**config.mk**
```make
export PLATFORM = sky130hd
export DESIGN_NAME = id_decode_unit
export DESIGN_NICKNAME = d
export VERILOG_FILES = /design/src/rtl/mips_pkg.sv /design/src/rtl/id_decoder.sv /design/src/rtl/id_decode_unit.sv
export SDC_FILE = /design/constraint.sdc
export NUM_CORES = 2
export LEC_CHECK = 0
export BUFFER_PORTS_ARGS = -buffer_cell sky130_fd_sc_hd__clkbuf_2
export CORE_ASPECT_RATIO = 1.25
export CORE_MARGIN = 2
export CORE_UTILIZATION = 25
export DETAILED_ROUTE_END_ITERATION = 8
export RECOVER_POWER = 50
export SLEW_MARGIN = 20
export SYNTH_ARGS = -nofsm -noshare
export SYNTH_HDL_FRONTEND = slang
export SYNTH_SLANG_ARGS = --single-unit
```
**constraint.sdc**
```tcl
create_clock -name CLK -period 2.9 [get_ports CLK]
set_clock_uncertainty 0.15 [all_clocks]
set_input_delay 0.435 -clock CLK [delete_from_list [all_inputs] [get_ports CLK]]
set_output_delay 0.435 -clock CLK [all_outputs]
set_load 0.02 [all_outputs]
```
**src/rtl/mips_pkg.sv**
```systemverilog
// Shared MIPS-I decode constants: opcodes, R-type functs, REGIMM rt codes,
// the control-flag bundle and the ALUControl selection helper.
package mips_pkg;

  // Primary opcodes (Instr[31:26])
  localparam logic [5:0] OP_RTYPE  = 6'h00;
  localparam logic [5:0] OP_REGIMM = 6'h01;
  localparam logic [5:0] OP_J      = 6'h02;
  localparam logic [5:0] OP_JAL    = 6'h03;
  localparam logic [5:0] OP_BEQ    = 6'h04;
  localparam logic [5:0] OP_BNE    = 6'h05;
  localparam logic [5:0] OP_BLEZ   = 6'h06;
  localparam logic [5:0] OP_BGTZ   = 6'h07;
  localparam logic [5:0] OP_ADDI   = 6'h08;
  localparam logic [5:0] OP_ADDIU  = 6'h09;
  localparam logic [5:0] OP_SLTI   = 6'h0A;
  localparam logic [5:0] OP_SLTIU  = 6'h0B;
  localparam logic [5:0] OP_ANDI   = 6'h0C;
  localparam logic [5:0] OP_ORI    = 6'h0D;
  localparam logic [5:0] OP_XORI   = 6'h0E;
  localparam logic [5:0] OP_LUI    = 6'h0F;
  localparam logic [5:0] OP_LB     = 6'h20;
  localparam logic [5:0] OP_LH     = 6'h21;
  localparam logic [5:0] OP_LWL    = 6'h22;
  localparam logic [5:0] OP_LW     = 6'h23;
  localparam logic [5:0] OP_LBU    = 6'h24;
  localparam logic [5:0] OP_LHU    = 6'h25;
  localparam logic [5:0] OP_LWR    = 6'h26;
  localparam logic [5:0] OP_SB     = 6'h28;
  localparam logic [5:0] OP_SH     = 6'h29;
  localparam logic [5:0] OP_SWL    = 6'h2A;
  localparam logic [5:0] OP_SW     = 6'h2B;
  localparam logic [5:0] OP_SWR    = 6'h2E;
  localparam logic [5:0] OP_LL     = 6'h30;
  localparam logic [5:0] OP_SC     = 6'h38;

  // R-type function codes (Instr[5:0]) that change the default R-type controls
  localparam logic [5:0] FN_JR      = 6'h08;
  localparam logic [5:0] FN_JALR    = 6'h09;
  localparam logic [5:0] FN_SYSCALL = 6'h0C;

  // REGIMM rt field selections (Instr[20:16])
  localparam logic [4:0] RT_BLTZ   = 5'h00;
  localparam logic [4:0] RT_BGEZ   = 5'h01;
  localparam logic [4:0] RT_BLTZAL = 5'h10;
  localparam logic [4:0] RT_BGEZAL = 5'h11;

  // Control flags produced by the decoder; all-zero is a NOP.
  typedef struct packed {
    logic link;
    logic reg_dest;
    logic jump;
    logic branch;
    logic mem_read;
    logic mem_write;
    logic alu_src;
    logic reg_write;
    logic jump_register;
    logic sign_or_zero;
    logic syscall;
  } ctrl_t;

  // The ALU is steered by the funct field for R-type and by the opcode otherwise.
  function automatic logic [5:0] alu_code(input logic [5:0] opcode, input logic [5:0] funct);
    return (opcode == OP_RTYPE) ? funct : opcode;
  endfunction

endpackage

```
**src/rtl/id_decoder.sv**
```systemverilog
// Pure-combinational MIPS-I control decoder. Unknown encodings leave every
// flag at 0 so they behave as a NOP downstream.
module id_decoder
  import mips_pkg::*;
(
  input  logic [5:0] opcode,
  input  logic [4:0] rt,
  input  logic [5:0] funct,
  output ctrl_t      ctrl,
  output logic [5:0] alu_control
);

  // Flag decode: defaults first, then the per-opcode overrides.
  always_comb begin
    ctrl        = '0;
    alu_control = alu_code(opcode, funct);
    case (opcode)
      OP_RTYPE: begin
        ctrl.reg_dest  = 1'b1;
        ctrl.reg_write = 1'b1;
        case (funct)
          FN_JR: begin
            ctrl.jump          = 1'b1;
            ctrl.jump_register = 1'b1;
            ctrl.reg_write     = 1'b0;
          end
          FN_JALR: begin
            ctrl.jump          = 1'b1;
            ctrl.jump_register = 1'b1;
            ctrl.link          = 1'b1;
          end
          FN_SYSCALL: begin
            ctrl.syscall   = 1'b1;
            ctrl.reg_write = 1'b0;
          end
          default: ;
        endcase
      end
      OP_J: begin
        ctrl.jump = 1'b1;
      end
      OP_JAL: begin
        ctrl.jump      = 1'b1;
        ctrl.link      = 1'b1;
        ctrl.reg_write = 1'b1;
      end
      OP_BEQ, OP_BNE, OP_BLEZ, OP_BGTZ: begin
        ctrl.branch       = 1'b1;
        ctrl.sign_or_zero = 1'b1;
      end
      OP_REGIMM: begin
        case (rt)
          RT_BLTZ, RT_BGEZ: begin
            ctrl.branch       = 1'b1;
            ctrl.sign_or_zero = 1'b1;
          end
          RT_BLTZAL, RT_BGEZAL: begin
            ctrl.branch       = 1'b1;
            ctrl.sign_or_zero = 1'b1;
            ctrl.link         = 1'b1;
            ctrl.reg_write    = 1'b1;
          end
          default: ;
        endcase
      end
      OP_ADDI, OP_ADDIU, OP_SLTI, OP_SLTIU: begin
        ctrl.alu_src      = 1'b1;
        ctrl.reg_write    = 1'b1;
        ctrl.sign_or_zero = 1'b1;
      end
      OP_ANDI, OP_ORI, OP_XORI, OP_LUI: begin
        ctrl.alu_src   = 1'b1;
        ctrl.reg_write = 1'b1;
      end
      OP_LB, OP_LH, OP_LWL, OP_LW, OP_LBU, OP_LHU, OP_LWR, OP_LL: begin
        ctrl.mem_read     = 1'b1;
        ctrl.alu_src      = 1'b1;
        ctrl.reg_write    = 1'b1;
        ctrl.sign_or_zero = 1'b1;
      end
      OP_SB, OP_SH, OP_SWL, OP_SW, OP_SWR: begin
        ctrl.mem_write    = 1'b1;
        ctrl.alu_src      = 1'b1;
        ctrl.sign_or_zero = 1'b1;
      end
      OP_SC: begin
        ctrl.mem_write    = 1'b1;
        ctrl.alu_src      = 1'b1;
        ctrl.sign_or_zero = 1'b1;
        ctrl.reg_write    = 1'b1;
      end
      default: ;
    endcase
  end

endmodule

```
**src/rtl/id_decode_unit.sv**
```systemverilog
// ID-stage decode core: control decoder, 32x32 register file with three
// combinational read ports, and the branch/jump target calculator.
// Reads do not bypass a same-cycle write; the ID stage owns forwarding.
module id_decode_unit
  import mips_pkg::*;
#(
  parameter TAG = "1"
) (
  input  logic        CLK,
  input  logic        RESET,
  input  logic [31:0] Instr,
  input  logic [31:0] Instr_PC_Plus4,
  input  logic [31:0] RegValue,
  input  logic [4:0]  RegC,
  input  logic [4:0]  WriteReg,
  input  logic [31:0] WriteData,
  input  logic        Write,
  output logic [31:0] DataA,
  output logic [31:0] DataB,
  output logic [31:0] DataC,
  output logic [31:0] NextAddr,
  output logic        Link,
  output logic        RegDest,
  output logic        Jump,
  output logic        Branch,
  output logic        MemRead,
  output logic        MemWrite,
  output logic        ALUSrc,
  output logic        RegWrite,
  output logic        JumpRegister,
  output logic        SignOrZero,
  output logic        Syscall,
  output logic [5:0]  ALUControl
);

  // TAG is a debug label only; an empty tag simply yields an empty scope.
  if ($bits(TAG) == 0) begin : g_untagged
  end

  logic [4:0]  rs;
  logic [4:0]  rt;
  logic [31:0] branch_offset;
  logic [31:0] regs [32];
  ctrl_t       ctrl;

  assign rs = Instr[25:21];
  assign rt = Instr[20:16];

  id_decoder u_decoder (
    .opcode      (Instr[31:26]),
    .rt          (rt),
    .funct       (Instr[5:0]),
    .ctrl        (ctrl),
    .alu_control (ALUControl)
  );

  assign Link         = ctrl.link;
  assign RegDest      = ctrl.reg_dest;
  assign Jump         = ctrl.jump;
  assign Branch       = ctrl.branch;
  assign MemRead      = ctrl.mem_read;
  assign MemWrite     = ctrl.mem_write;
  assign ALUSrc       = ctrl.alu_src;
  assign RegWrite     = ctrl.reg_write;
  assign JumpRegister = ctrl.jump_register;
  assign SignOrZero   = ctrl.sign_or_zero;
  assign Syscall      = ctrl.syscall;

  // Register file write port: async clear, r0 is never written.
  always_ff @(posedge CLK or negedge RESET) begin
    if (!RESET) begin
      for (int i = 0; i < 32; i++) begin
        regs[i] <= '0;
      end
    end else if (Write && (WriteReg != 5'd0)) begin
      regs[WriteReg] <= WriteData;
    end
  end

  // Read ports: r0 forced to zero, no write-through.
  always_comb begin
    DataA = (rs   == 5'd0) ? 32'd0 : regs[rs];
    DataB = (rt   == 5'd0) ? 32'd0 : regs[rt];
    DataC = (RegC == 5'd0) ? 32'd0 : regs[RegC];
  end

  // Word-aligned, sign-extended branch displacement.
  assign branch_offset = {{14{Instr[15]}}, Instr[15:0], 2'b00};

  // Target select: register jump, then region jump, else PC-relative branch.
  always_comb begin
    NextAddr = Instr_PC_Plus4 + branch_offset;
    if (ctrl.jump_register) begin
      NextAddr = RegValue;
    end else if (ctrl.jump) begin
      NextAddr = {Instr_PC_Plus4[31:28], Instr[25:0], 2'b00};
    end
  end

endmodule

```
==> flow_summary.html <==
<table>
<tr><th>Metric</th><th>Value</th></tr>
<tr><th colspan="2">Logic synthesis</th></tr>
<tr><td>Count of flip-flops with a built-in enable after synthesis</td><td>0</td></tr>
<tr><td>Most instantiated flip-flop cell in the synthesis netlist</td><td>sky130_fd_sc_hd__dfrtp_1</td></tr>
<tr><td>Post-Synthesis Net Count</td><td>4,258</td></tr>
<tr><td>Mean post-synth cell area</td><td>between 15 and 20 µm²</td></tr>
<tr><td>Post-synth top area share</td><td>39.9%</td></tr>
<tr><td>Async set or reset register ratio after synthesis</td><td>100%</td></tr>
<tr><td>Basic-gate share of the synthesized area counting and, or, nand and nor cells</td><td>slightly below 2%</td></tr>
<tr><td>Fraction of the mapped netlist area in compound gates</td><td>under 10%</td></tr>
<tr><td>Seq cells post-synth</td><td>1,024</td></tr>
<tr><td>Yosys warning total</td><td>0</td></tr>
<tr><td>Area of the mapped netlist</td><td>64,200 µm²</td></tr>
<tr><td>Xor-xnor portion of the synthesized cell area</td><td>less than 1%</td></tr>
<tr><td>Cell count after synthesis</td><td>4,087</td></tr>
<tr><td>Post-synthesis mux area share</td><td>just over 50%</td></tr>
<tr><td>Number of distinct standard cells referenced by the synthesized netlist</td><td>59</td></tr>
<tr><td>Synth top area cells</td><td>sky130_fd_sc_hd__dfrtp_1, sky130_fd_sc_hd__mux4_2, sky130_fd_sc_hd__mux2_2</td></tr>
<tr><td>Main combinational cell family by area after synthesis</td><td>multiplexers</td></tr>
<tr><td>Cell type with the highest aggregate area in the netlist</td><td>sky130_fd_sc_hd__dfrtp_1</td></tr>
<tr><td>Adder-cell share of the synthesized area</td><td>0.596%</td></tr>
<tr><td>Sequential fraction of the synthesis area</td><td>39.9%</td></tr>
<tr><th colspan="2">Worst setup path</th></tr>
<tr><td>Top fanout value on the critical path</td><td>3</td></tr>
<tr><td>List of cells traversed by the critical path</td><td>clkbuf_2, buf_4, fa_2, a21o_1, and4_4, o21ai_4, a21oi_4, a211o_4, nor2_4, o41ai_2, xnor2_1, a31oi_2, clkbuf_8</td></tr>
<tr><td>Worst setup SP type</td><td>input pin</td></tr>
<tr><td>Top Family by Delay on Critical Path</td><td>compound AO/OA/AOI/OAI gates</td></tr>
<tr><td>Buffers &amp; Inverters on Critical Path</td><td>3</td></tr>
<tr><td>Slowest cell on crit path</td><td>sky130_fd_sc_hd__a211o_4</td></tr>
<tr><td>Data arrival, critical path</td><td>2.82 ns</td></tr>
<tr><td>Worst Path Required</td><td>approximately 2.3 ns</td></tr>
<tr><td>Largest stage delay, worst path</td><td>0.37 ns</td></tr>
<tr><td>CP endpoint kind</td><td>primary output</td></tr>
<tr><td>Worst setup path category</td><td>input pin to primary output</td></tr>
<tr><th colspan="2">Global routing</th></tr>
<tr><td>Remaining Overflow, GRT</td><td>0</td></tr>
<tr><td>Pin count of the biggest net entering global routing</td><td>just over 90</td></tr>
<tr><td>All-Layer GR Usage</td><td>17.8%</td></tr>
<tr><td>Met1 demand-to-capacity share in global routing</td><td>between 20% and 30%</td></tr>
<tr><td>Vias in the first global route</td><td>46,100</td></tr>
<tr><td>Global-route wire length before repair</td><td>339,000 µm</td></tr>
<tr><td>Antenna violations before repair</td><td>28</td></tr>
<tr><td>Met3 Use GR</td><td>3.22%</td></tr>
<tr><td>GR met2 Demand/Resource</td><td>30.3%</td></tr>
<tr><td>Global route hottest layer</td><td>met2</td></tr>
<tr><th colspan="2">Route</th></tr>
<tr><td>DR vias/cell</td><td>5.42</td></tr>
<tr><td>Number of optimization iterations in the first detailed-route pass</td><td>7</td></tr>
<tr><td>Average routed wire per standard cell</td><td>approximately 29 µm</td></tr>
<tr><td>Vias post-DR</td><td>43,800</td></tr>
<tr><td>Antenna Nets Post-Route</td><td>0</td></tr>
<tr><td>Final wirelength</td><td>about 240,000 µm</td></tr>
<tr><td>Iter 0 DRT Violations</td><td>3,621</td></tr>
<tr><td>DRC viols</td><td>0</td></tr>
<tr><th colspan="2">Clock tree</th></tr>
<tr><td>Clk pin slew, worst setup/hold paths</td><td>about 0.070 ns</td></tr>
<tr><td>Clock sink total</td><td>1,024</td></tr>
<tr><td>Number of buffers created by CTS</td><td>~110</td></tr>
<tr><td>Clock tree from TritonCTS</td><td>yes</td></tr>
<tr><td>Max clock buf depth</td><td>3</td></tr>
<tr><td>Max H-tree Level</td><td>3</td></tr>
<tr><td>Clk Latency, worst-skew pair</td><td>between 0.7 and 0.8 ns</td></tr>
<tr><td>CTS root buffer</td><td>sky130_fd_sc_hd__clkbuf_16</td></tr>
<tr><th colspan="2">Finish</th></tr>
<tr><td>Post-layout utilization of the core</td><td>between 30% and 40%</td></tr>
<tr><td>Most common library cell in the layout ignoring fill and taps</td><td>sky130_fd_sc_hd__dfrtp_1</td></tr>
<tr><td>Sequential standard cell area</td><td>25,600 µm²</td></tr>
<tr><td>Commonest cells after routing, fill and taps aside</td><td>sky130_fd_sc_hd__dfrtp_1, sky130_fd_sc_hd__mux2_2, sky130_fd_sc_hd__mux4_2</td></tr>
<tr><td>Top Registers</td><td>regs x1024</td></tr>
<tr><td>Final net count</td><td>around 4,800</td></tr>
<tr><td>Area growth from synthesis to layout</td><td>27.1%</td></tr>
<tr><td>Ratio of cells with drive above 1 in the final layout</td><td>70.1%</td></tr>
<tr><td>Register with the highest flop count</td><td>regs</td></tr>
<tr><td>Number of flip-flops under the largest register name</td><td>1,024</td></tr>
<tr><td>FILL cells</td><td>~25,000</td></tr>
<tr><td>Area of combinational cells with multiple inputs</td><td>38,200 µm²</td></tr>
<tr><th colspan="2">STA</th></tr>
<tr><td>Number of max-slew violations in the final report</td><td>36</td></tr>
<tr><td>Final critical-path required period</td><td>3.41 ns</td></tr>
<tr><td>Final-report hold violation count</td><td>0</td></tr>
<tr><td>Fin worst setup slack</td><td>-0.510 ns</td></tr>
<tr><td>Max Clk Rate</td><td>~0.29 GHz</td></tr>
<tr><td>Worst-margin pin slew</td><td>1.61 ns</td></tr>
<tr><td>Max-Slew Margin vs Limit</td><td>-7.70%</td></tr>
<tr><td>Setup-violating endpoint count in the final report</td><td>119</td></tr>
<tr><td>Final period utilization</td><td>118%</td></tr>
<tr><td>RSZ-0062 raised after global routing</td><td>yes</td></tr>
<tr><th colspan="2">Place</th></tr>
<tr><td>Post-detail-place hpwl</td><td>157,000 µm</td></tr>
<tr><td>Placement-stage worst setup slack</td><td>-0.709 ns</td></tr>
<tr><td>Number of port buffers</td><td>between 200 and 300</td></tr>
<tr><td>Final Wtd Congestion</td><td>0.893</td></tr>
<tr><th colspan="2">Outcome</th></tr>
<tr><td>Violated checks</td><td>capacitance limit, slew limit, setup timing</td></tr>
<tr><td>Run status</td><td>complete, but fails checks</td></tr>
<tr><th colspan="2">Power</th></tr>
<tr><td>Highest ir drop seen on vdd</td><td>0.000560 V</td></tr>
<tr><td>Share of total power in combinational logic</td><td>between 30% and 40%</td></tr>
<tr><td>Static power due to leakage</td><td>33.6 nW</td></tr>
<tr><td>Cell-internal power</td><td>0.0366 W</td></tr>
<tr><td>Areal power density over the cells</td><td>around 640 nW/µm²</td></tr>
<tr><td>Sequential cell fraction of total power</td><td>37.8%</td></tr>
<tr><td>Switching portion of total power</td><td>29.5%</td></tr>
<tr><td>Switching power</td><td>0.0153 W</td></tr>
<tr><td>Clock Power Share</td><td>a little under a third</td></tr>
<tr><th colspan="2">Floorplan</th></tr>
<tr><td>Floorplan die width</td><td>457 µm</td></tr>
<tr><td>Number of top-level design ports</td><td>286</td></tr>
<tr><td>Core box area</td><td>256,000 µm²</td></tr>
<tr><td>Effective utilization at floorplan</td><td>25.1%</td></tr>
<tr><td>Floorplan row count</td><td>208</td></tr>
<tr><td>Die area</td><td>261,000 µm²</td></tr>
<tr><td>Chip Height</td><td>571 µm</td></tr>
<tr><th colspan="2">Job</th></tr>
<tr><td>Total of max-cap violations</td><td>3</td></tr>
<tr><th colspan="2">Min path</th></tr>
<tr><td>Worst Hold Class</td><td>input pin to flop</td></tr>
</table>
-- what timing repair did --
item	CTS	global route
resized for setup	520	247
gates cloned	0	0
endpoints found under the hold margin	570	0
hold buffers	1	0
endpoints found under the setup margin	122	123
buffers inserted	30	45
pin swaps	63	60
-- routing by layer --
layer	wire, µm	vias up	part of all wire [%]
met2	118000	1805	50
met4	12100	14	5.1
met1	90400	24000	38
li1	-	17500	-
met3	15700	515	6.6
met5	84	-	0.036
-- power groups by stage --
stage / Clock, W / Combinational, W / Sequential (W)
6_report: 0.0166 / 0.0157 / 0.0196
5_1_grt: 0.0174 / 0.0166 / 0.0200
3_5_place_dp: 0 / 0.0141 / 0.0197
2_1_floorplan: 0 / 0.00968 / 0.0188
4_1_cts: 0.0168 / 0.0154 / 0.0195
3_3_place_gp: 0 / 0.0139 / 0.0195
-- cell type report --
cell class / count / share of cell area [%]
clock buffer: 155 / 4.00
sequential: 1024 / 31.4
multi-input combinational: 2553 / 46.8
clock inverter: 60 / 1.22
tap: 3360 / 5.15
antenna: 8 / 0.0245
timing repair buffer: 884 / 11.2
inverter: 34 / 0.156
-- final timing paths --
kind	start	endpoint	slack, ns	cells after the start
max	Instr_PC_Plus4[3]	NextAddr[30]	-0.51	13
min	WriteData[15]	regs[911]$_DFFE_PN0P_	0.24	2
max reg2reg	regs[540]$_DFFE_PN0P_	regs[540]$_DFFE_PN0P_	1.63	4
min reg2reg	regs[1010]$_DFFE_PN0P_	regs[1010]$_DFFE_PN0P_	0.26	0
max in group asynchronous	RESET	regs[578]$_DFFE_PN0P_	0.25	4
min in group asynchronous	RESET	regs[498]$_DFFE_PN0P_	0.37	2
-- through the flow --
stage	std cells	hold slack (ns)	TNS (ns)	total power, W	cell area [µm²]
after CTS	8032	0.0870	-39.43	0.0516	80900
after detailed placement	7807	0.234	-42.94	0.0339	74500
after global placement	7807	0.228	-42.76	0.0334	74500
after floorplan	4087	-0.0106	-0.692	0.0285	64300
final	8078	0.241	-34.11	0.0519	81600
after global routing	8075	0.260	-52.38	0.0540	81600
-- Yosys cell counts (34+ instances only) --
cell type / n
sky130_fd_sc_hd__buf_2: 112
sky130_fd_sc_hd__o21ai_0: 64
sky130_fd_sc_hd__mux2_2: 998
sky130_fd_sc_hd__mux2i_1: 64
sky130_fd_sc_hd__inv_1: 34
sky130_fd_sc_hd__clkbuf_1: 256
sky130_fd_sc_hd__a21oi_1: 43
sky130_fd_sc_hd__mux4_2: 954
sky130_fd_sc_hd__buf_1: 86
sky130_fd_sc_hd__dfrtp_1: 1024
sky130_fd_sc_hd__nand2_1: 85
sky130_fd_sc_hd__nor2_1: 145
-- cell families (layout without fill, tap and decap cells) --
group | Yosys count | in the layout
and+or+nand+nor | 294 | 294
buffers and inverters | 510 | 1133
AOI/OAI and AO/OA | 188 | 188
xor gates and xnor gates | 25 | 25
muxes | 2016 | 2016
adders and majority gates | 30 | 30
DFF | 1024 | 1024
other | 0 | 8
No activity file was read; power rests on OpenSTA's default activity.
